`src/rtl/hsv_pkg.sv`:
```
// -----------------------------------------------------------------------------
// hsv_pkg
//   Shared constants, the hue sector encoding and the per-stage pipeline
//   record for the RGB->HSV converter (rgb_hsv_stage).
//   Hue is expressed on a 0..255 circle (256 = 360 degrees), so one sector of
//   60 degrees is 43 counts and the G/B sector bases sit at 85 and 171.
// -----------------------------------------------------------------------------
package hsv_pkg;

   localparam logic [7:0] HUE_SECTOR   = 8'd43;
   localparam logic [7:0] HUE_BASE_R   = 8'd0;
   localparam logic [7:0] HUE_BASE_G   = 8'd85;
   localparam logic [7:0] HUE_BASE_B   = 8'd171;

   localparam logic [3:0] PKT_ID_VIDEO = 4'h0;

   // Total register stages from accept to source_valid.
   localparam int HSV_LATENCY = 10;
   // One stage for operand prep, one for output assembly, the rest divide.
   localparam int DIV_STEPS   = HSV_LATENCY - 2;

   typedef enum logic [1:0] {
      SEC_R = 2'd0,
      SEC_G = 2'd1,
      SEC_B = 2'd2
   } sector_t;

   // Record carried down the divider chain. remainder/quotient form the
   // combined shift register of a restoring divider: the quotient field starts
   // out holding the low dividend byte and fills with quotient bits as the
   // dividend bits shift out into the remainder.
   typedef struct packed {
      logic        valid;
      logic        sop;
      logic        eop;
      logic        video;
      logic [23:0] rgb;
      sector_t     sector;
      logic        sign;          // 1 when the hue numerator is negative
      logic [7:0]  div_h;         // hue divisor  = delta
      logic [7:0]  div_s;         // sat divisor  = cmax (also V)
      logic [7:0]  remainder_h;
      logic [7:0]  remainder_s;
      logic [7:0]  quotient_h;
      logic [7:0]  quotient_s;
   } stage_t;

   function automatic logic [7:0] hue_base(input sector_t sec);
      case (sec)
         SEC_G:   return HUE_BASE_G;
         SEC_B:   return HUE_BASE_B;
         default: return HUE_BASE_R;
      endcase
   endfunction

endpackage

```
`src/rtl/hsv_div_step.sv`:
```
// -----------------------------------------------------------------------------
// hsv_div_step
//   One step of an 8-bit-quotient restoring divider: shift the next dividend
//   bit into the partial remainder, trial-subtract the divisor and shift the
//   resulting quotient bit into the quotient register. Purely combinational.
// Ports
//   divisor   in  8  divisor (0 is allowed; the dividend is then 0 as well)
//   rem_in    in  8  partial remainder, always < divisor
//   quo_in    in  8  remaining dividend bits (MSB next) / quotient so far
//   rem_out   out 8  updated partial remainder
//   quo_out   out 8  quo_in shifted left with the new quotient bit in LSB
// -----------------------------------------------------------------------------
module hsv_div_step (
   input  logic [7:0] divisor,
   input  logic [7:0] rem_in,
   input  logic [7:0] quo_in,
   output logic [7:0] rem_out,
   output logic [7:0] quo_out
);

   logic [8:0] trial;
   logic       fits;

   // rem_in < divisor, so 2*rem_in+1 fits in 9 bits and the difference
   // after a successful subtract is again < divisor (fits in 8 bits).
   assign trial = {rem_in, quo_in[7]};

   // A zero divisor only occurs with a zero dividend; forcing the quotient
   // bit low makes the result 0 instead of all ones.
   assign fits    = (divisor != 8'd0) && (trial >= {1'b0, divisor});
   assign rem_out = fits ? 8'(trial - {1'b0, divisor}) : trial[7:0];
   assign quo_out = {quo_in[6:0], fits};

endmodule

```
`src/rtl/rgb_hsv_stage.sv`:
```
// -----------------------------------------------------------------------------
// rgb_hsv_stage
//   Pipelined RGB->HSV converter on an Avalon-ST video path. Each beat's RGB,
//   sop and eop pass through unchanged; an 8-bit H/S/V sideband is attached.
//   Fixed latency of HSV_LATENCY (10) cycles with full backpressure: the whole
//   pipeline advances together whenever the output register is empty or being
//   accepted. Bubbles travel with the data and are not collapsed.
//     S0      : cmax/cmin/delta, hue sector, |numerator|, sign, dividends
//     S1..S8  : hue and saturation restoring dividers, one bit per stage
//     S9      : hue assembly, packet gating, output registers
//   HSV sideband and mask are forced to 0 for sop beats and for every beat of
//   a non-video packet (sop beat with data[3:0] != PKT_ID_VIDEO).
// Configuration
//   HSV_MASK_EN  when defined, source_mask is the registered threshold test
//                H_MIN <= H <= H_MAX, S >= S_MIN, V >= V_MIN (no hue wrap).
//                When undefined, source_mask is tied to 0.
// Ports
//   clk           in   1   clock
//   reset_n       in   1   synchronous active-low reset
//   sink_data     in   24  {R,G,B}
//   sink_valid    in   1   input beat valid
//   sink_ready    out  1   input accepted when sink_valid & sink_ready
//   sink_sop      in   1   start of packet
//   sink_eop      in   1   end of packet
//   source_data   out  24  delayed sink_data
//   source_hsv    out  24  {H,S,V}
//   source_mask   out  1   HSV inside threshold window
//   source_valid  out  1   output beat valid
//   source_ready  in   1   downstream ready
//   source_sop    out  1   delayed sop
//   source_eop    out  1   delayed eop
// -----------------------------------------------------------------------------
module rgb_hsv_stage
   import hsv_pkg::*;
#(
   parameter logic [7:0] H_MIN = 8'd60,
   parameter logic [7:0] H_MAX = 8'd110,
   parameter logic [7:0] S_MIN = 8'd80,
   parameter logic [7:0] V_MIN = 8'd60
) (
   input  logic        clk,
   input  logic        reset_n,
   input  logic [23:0] sink_data,
   input  logic        sink_valid,
   output logic        sink_ready,
   input  logic        sink_sop,
   input  logic        sink_eop,
   output logic [23:0] source_data,
   output logic [23:0] source_hsv,
   output logic        source_mask,
   output logic        source_valid,
   input  logic        source_ready,
   output logic        source_sop,
   output logic        source_eop
);

   genvar gi;

   logic                    adv;
   logic                    accept;
   logic                    pkt_video_reg;

   stage_t [DIV_STEPS:0]    stage_reg;
   stage_t [DIV_STEPS:1]    step_next;
   stage_t                  s0_next;

   logic                    source_valid_reg;
   logic                    source_sop_reg;
   logic                    source_eop_reg;
   logic [23:0]             source_data_reg;
   logic [23:0]             source_hsv_reg;

   // Output register is free when empty or being taken this cycle.
   assign adv        = ~source_valid_reg | source_ready;
   assign sink_ready = adv;
   assign accept     = sink_valid & adv;

   // ---------------------------------------------------------------------
   // S0: operand preparation
   // ---------------------------------------------------------------------
   logic [7:0]  red, green, blue;
   logic [7:0]  cmax, cmin, delta, abs_num;
   logic        num_neg;
   sector_t     sector;
   logic [15:0] hue_dividend, sat_dividend;
   logic        video_in;

   always_comb begin
      red     = sink_data[23:16];
      green   = sink_data[15:8];
      blue    = sink_data[7:0];
      sector  = SEC_R;
      cmax    = red;
      cmin    = red;
      num_neg = 1'b0;
      abs_num = 8'd0;

      // Ties resolve towards R, then G, then B.
      if (red >= green && red >= blue) begin
         sector  = SEC_R;
         cmax    = red;
         cmin    = (green < blue) ? green : blue;
         num_neg = (green < blue);
         abs_num = (green >= blue) ? green - blue : blue - green;
      end else if (green >= blue) begin
         sector  = SEC_G;
         cmax    = green;
         cmin    = (red < blue) ? red : blue;
         num_neg = (blue < red);
         abs_num = (blue >= red) ? blue - red : red - blue;
      end else begin
         sector  = SEC_B;
         cmax    = blue;
         cmin    = (red < green) ? red : green;
         num_neg = (red < green);
         abs_num = (red >= green) ? red - green : green - red;
      end

      delta        = cmax - cmin;
      hue_dividend = 16'(HUE_SECTOR) * 16'(abs_num);
      sat_dividend = 16'(8'd255) * 16'(delta);

      // The packet type is decided by the sop beat itself and then held.
      video_in = sink_sop ? (sink_data[3:0] == PKT_ID_VIDEO) : pkt_video_reg;

      s0_next             = '0;
      s0_next.valid       = sink_valid;
      s0_next.sop         = sink_sop;
      s0_next.eop         = sink_eop;
      s0_next.video       = video_in;
      s0_next.rgb         = sink_data;
      s0_next.sector      = sector;
      s0_next.sign        = num_neg;
      s0_next.div_h       = delta;
      s0_next.div_s       = cmax;
      // Quotients are known to fit in 8 bits, so the upper dividend byte is
      // already smaller than the divisor and seeds the remainder directly.
      s0_next.remainder_h = hue_dividend[15:8];
      s0_next.quotient_h  = hue_dividend[7:0];
      s0_next.remainder_s = sat_dividend[15:8];
      s0_next.quotient_s  = sat_dividend[7:0];
   end

   always_ff @(posedge clk) begin
      if (!reset_n) begin
         pkt_video_reg <= 1'b0;
      end else if (accept && sink_sop) begin
         pkt_video_reg <= (sink_data[3:0] == PKT_ID_VIDEO);
      end
   end

   // ---------------------------------------------------------------------
   // S1..S8: two parallel dividers, one quotient bit per stage
   // ---------------------------------------------------------------------
   generate
      for (gi = 1; gi <= DIV_STEPS; gi++) begin : g_div
         logic [7:0] rem_h, quo_h, rem_s, quo_s;
         stage_t     nxt;

         hsv_div_step u_hue (
            .divisor (stage_reg[gi-1].div_h),
            .rem_in  (stage_reg[gi-1].remainder_h),
            .quo_in  (stage_reg[gi-1].quotient_h),
            .rem_out (rem_h),
            .quo_out (quo_h)
         );

         hsv_div_step u_sat (
            .divisor (stage_reg[gi-1].div_s),
            .rem_in  (stage_reg[gi-1].remainder_s),
            .quo_in  (stage_reg[gi-1].quotient_s),
            .rem_out (rem_s),
            .quo_out (quo_s)
         );

         always_comb begin
            nxt             = stage_reg[gi-1];
            nxt.remainder_h = rem_h;
            nxt.quotient_h  = quo_h;
            nxt.remainder_s = rem_s;
            nxt.quotient_s  = quo_s;
         end

         assign step_next[gi] = nxt;
      end
   endgenerate

   always_ff @(posedge clk) begin
      if (!reset_n) begin
         stage_reg <= '0;
      end else if (adv) begin
         stage_reg[0]           <= s0_next;
         stage_reg[DIV_STEPS:1] <= step_next;
      end
   end

   // ---------------------------------------------------------------------
   // S9: output assembly
   // ---------------------------------------------------------------------
   stage_t      last;
   logic [7:0]  hue, sat, val;
   logic        pass_hsv;
   logic [23:0] hsv_next;
   logic        unused_tail;

   always_comb begin
      last = stage_reg[DIV_STEPS];
      sat  = last.quotient_s;
      val  = last.div_s;
      // Hue arithmetic wraps on the 256-count circle.
      if (last.div_h == 8'd0) begin
         hue = 8'd0;
      end else if (last.sign) begin
         hue = hue_base(last.sector) - last.quotient_h;
      end else begin
         hue = hue_base(last.sector) + last.quotient_h;
      end
      pass_hsv = last.video & ~last.sop;
      hsv_next = pass_hsv ? {hue, sat, val} : 24'd0;
   end

   // Final remainders are a by-product of the division and are not needed.
   assign unused_tail = ^{last.remainder_h, last.remainder_s};

   always_ff @(posedge clk) begin
      if (!reset_n) begin
         source_valid_reg <= 1'b0;
         source_sop_reg   <= 1'b0;
         source_eop_reg   <= 1'b0;
         source_data_reg  <= 24'd0;
         source_hsv_reg   <= 24'd0;
      end else if (adv) begin
         source_valid_reg <= last.valid;
         source_sop_reg   <= last.sop;
         source_eop_reg   <= last.eop;
         source_data_reg  <= last.rgb;
         source_hsv_reg   <= hsv_next;
      end
   end

`ifdef HSV_MASK_EN
   logic mask_reg;
   logic mask_next;

   assign mask_next = pass_hsv &&
                      (hue >= H_MIN) && (hue <= H_MAX) &&
                      (sat >= S_MIN) && (val >= V_MIN);

   always_ff @(posedge clk) begin
      if (!reset_n) begin
         mask_reg <= 1'b0;
      end else if (adv) begin
         mask_reg <= mask_next;
      end
   end

   assign source_mask = mask_reg;
`else
   logic unused_mask_cfg;
   assign unused_mask_cfg = ^{H_MIN, H_MAX, S_MIN, V_MIN};
   assign source_mask     = 1'b0;
`endif

   assign source_valid = source_valid_reg;
   assign source_sop   = source_sop_reg;
   assign source_eop   = source_eop_reg;
   assign source_data  = source_data_reg;
   assign source_hsv   = source_hsv_reg;

endmodule

```
`config.mk`:
```
export PLATFORM = sky130hd
export DESIGN_NAME = rgb_hsv_stage
export DESIGN_NICKNAME = d
export VERILOG_FILES = /design/src/rtl/hsv_pkg.sv /design/src/rtl/hsv_div_step.sv /design/src/rtl/rgb_hsv_stage.sv
export SDC_FILE = /design/constraint.sdc
export NUM_CORES = 2
export LEC_CHECK = 0
export CORE_ASPECT_RATIO = 1.4
export CORE_MARGIN = 1.5
export CORE_UTILIZATION = 55
export DETAILED_ROUTE_END_ITERATION = 10
export HOLD_SLACK_MARGIN = 0.12
export PLACE_DENSITY_LB_ADDON = 0.1
export REMOVE_ABC_BUFFERS = 1
export SYNTH_ARGS = -nofsm -noshare
export SYNTH_HDL_FRONTEND = slang
export SYNTH_SLANG_ARGS = --single-unit
```
`constraint.sdc`:
```
create_clock -name clk -period 11.25 [get_ports clk]
set_clock_uncertainty 0.2 [all_clocks]
set_input_delay 2.25 -clock clk [delete_from_list [all_inputs] [get_ports clk]]
set_output_delay 2.25 -clock clk [all_outputs]
set_load 0.005 [all_outputs]
```
==> impl_metrics.toml <==
[routing]
post_drt_via_cell_ratio = 5.41
wl_per_cell_um = 15.1
drc = 0
dr_total_vias = 29900
wl_um = 83200
highest_layer = "met4"
antenna_left = 0
firstDrtPassIters = 7
drt-initial-drc-count = 1865
met3_length_um = 2050
met1_length_um = 36200
met2_length_um = 42200

[cts]
path_clk_slew_ns = 0.06
clk_path_buf_depth = 3
cts_tree = "built"
root_buffer = "clkbuf_16"
cts_sinks = 737
cts_resized = 0
ctsHtreeMaxLevel = 3
cts_setup_buffers = 0
numCtsBuffers = 75
clk_latency_ns = 0.64
ctsHoldBuffers = 0

[sta]
timing.slew.headroom_pct = 21.6
finalHoldViolations = 0
drv_slew = 0
max_freq_mhz = 96.3
period_needed_ns = 10.38
worst_pin_slew_ns = 1.18
setup_viol = 0
finalCritPeriodShare_pct = 92.3
setup_tns_ns = 0
rsz0062_at_grt = "no"

[global_route]
overflow = 0
grt_max_degree = 236
grt_pass1_wl_um = 138000
grt_pass1_vias = 28400
antenna_found_initial = 0
track_usage_pct = 23.9

[min_path]
hold-path-cell-count = 2
hp-class = "reg -> reg"
hp-start = "g_div[4].nxt[55]"
hold-path-endpoint = "g_div[5].nxt[55]"

[place]
gp_congestion = 0.890
dpl_cell_area_um2 = 38400
hpwlAfterDp_um = 55200
dp.cells = 5388
io_buffers = 81

[layout]
final_cell_mix = "1221 x nand2_1, 745 x a21oi_1, 737 x dfxtp_1"
fill_cells = 6186
final_common_cell = "nand2_1"
largest_reg_flops = 376
nNetsFinal = 4954
finalInstanceArea_um2 = 41000
antenna_cells = 0
finalNonFillerCells = 5521
syn2layout_area_growth_pct = 10.7
drive_gt1_share_pct = 5.42

[floorplan]
core-area_um2 = 66700
start_util_pct = 55.6
dieWidth_um = 222
ioPinCount = 83
die_area_um2 = 69000
die_h_um = 310
placementRows = 112

[pwr]
p_per_area_nw_per_um2 = 358
p_leak_uw = 0.0158
peakVddDrop_mv = 0.777

[setup_path]
r2r_slack_ns = 7.31
required_ns = 11.60
worstPathBufferInverterCount = 8
crit_arrival_ns = 10.73
cp-start-kind = "primary input"
worstSetupEndpointType = "flop"
path_delay_family = "adder cells"
cp.depth = 33
rr_startpoint = "source_valid"
crit_type = "in -> reg"
r2r_end = "g_div[1].nxt[56]"
critPathMaxStageDelay_ns = 0.61
crit_path_frequent_cell = "fa_1"
r2r_cells = 7
critPathSlowestCell = "clkdlybuf4s50_1"
crit_fanout = 16

[synthesis]
ys_seq_area_share_pct = 39.8
synthArstFlopShare_pct = 0
yosys_most_used_dff = "dfxtp_1"
synth_edf_count = 0
synth_cell_types = 75
syn-cell-area_um2 = 37100
avgSynthCellArea_um2 = 7.95
syn_inst = 4664
yosysWarnings = 0
ys_seq_elements = 737

[run]
maxCapViolCount = 0

[outcome]
status = "complete, no violations"
-- logic make-up (layout without fill, tap and decap cells) --
logic type               Yosys count  count (layout)  synth area share [%]
multiplexers                     129             129                  3.60
XOR/XNOR                         113             113                  2.69
adder cells (fa/ha/maj)          314             314                  11.7
AND/OR/NAND/NOR                 1643            1643                  18.4
buffers and inverters            569             571                  5.86
flip-flops                       737             737                  39.8
AO/OA/AOI/OAI                   1158            1158                  18.0
other                              1               1                0.0101
-- final cells by class --
cell class,instances,area (um2),area share [%]
Clock inverter,31,536,1.31
Multi-Input combinational cell,3358,20100,49.1
Sequential cell,737,14800,36.0
Clock buffer,102,2110,5.14
Tap cell,855,1070,2.61
Timing Repair Buffer,133,1250,3.04
Inverter,305,1160,2.83
-- worst max-delay path by stage --
| stage | from | end |
|---|---|---|
| 4_1_cts | sink_data[8] | stage_reg[19] |
| 3_3_place_gp | sink_data[8] | stage_reg[19] |
| 2_1_floorplan | source_ready | sink_ready |
| 6_report | sink_data[8] | stage_reg[19] |
| 5_1_grt | sink_data[8] | stage_reg[19] |
| 3_5_place_dp | sink_data[8] | stage_reg[19] |
-- synth_stat cells, drive strengths merged, types with 14 or more instances --
| library cell | instances | area, um2 |
|---|---|---|
| nand2 | 1222 | 4590 |
| a21oi | 745 | 3730 |
| dfxtp | 737 | 14800 |
| inv | 304 | 1140 |
| ha | 261 | 3270 |
| clkbuf | 244 | 916 |
| o21ai | 207 | 1080 |
| nor2 | 133 | 499 |
| mux2i | 96 | 961 |
| xnor2 | 73 | 639 |
| nand3 | 62 | 310 |
| fa | 53 | 1060 |
| nor2b | 53 | 332 |
| xor2 | 40 | 358 |
| a21o | 39 | 293 |
| nor3 | 37 | 185 |
| nor4 | 35 | 219 |
| mux2 | 33 | 372 |
| nand4 | 30 | 188 |
| a31oi | 26 | 253 |
| a22oi | 23 | 173 |
| o21a | 22 | 166 |
| a21boi | 20 | 150 |
| buf | 20 | 110 |
| nand2b | 19 | 119 |
| or3 | 14 | 87.6 |
-- routing by layer --
metal | track usage, % | vias to the layer above
met2 | 43.9 | 364
li1 | - | 15500
met3 | 2.74 | 151
met1 | 28.3 | 13900
met5 | 0 | -
met4 | 9.40 | 0
-- worst register-to-register path: cells and delay by family (launching register included) --
family	cells	cell delay, ns
compound gates	1	0.20
buf+inv	4	2.69
flops	1	0.31
simple gates	2	0.46
-- report_power, final --
group | total (uW) | switching, uW | internal [uW]
logic | 8940 | 4760 | 4190
registers | 3090 | 177 | 2910
clock network | 2650 | 1070 | 1580
-- metrics by stage --
step | power (uW) | utilization, % | hold slack (ns) | setup slack, ns
after CTS | 14800 | 61.5 | 0.239 | 0.898
after global routing | 16200 | 61.5 | 0.252 | 0.391
final | 14700 | 61.5 | 0.239 | 0.866
after detailed placement | 12100 | 57.5 | 0.243 | 0.249
after global placement | 12000 | 57.5 | 0.238 | 0.351
after floorplan | 10300 | - | 0.227 | -45.11
Note: power is estimated with default switching activity, not from simulation.
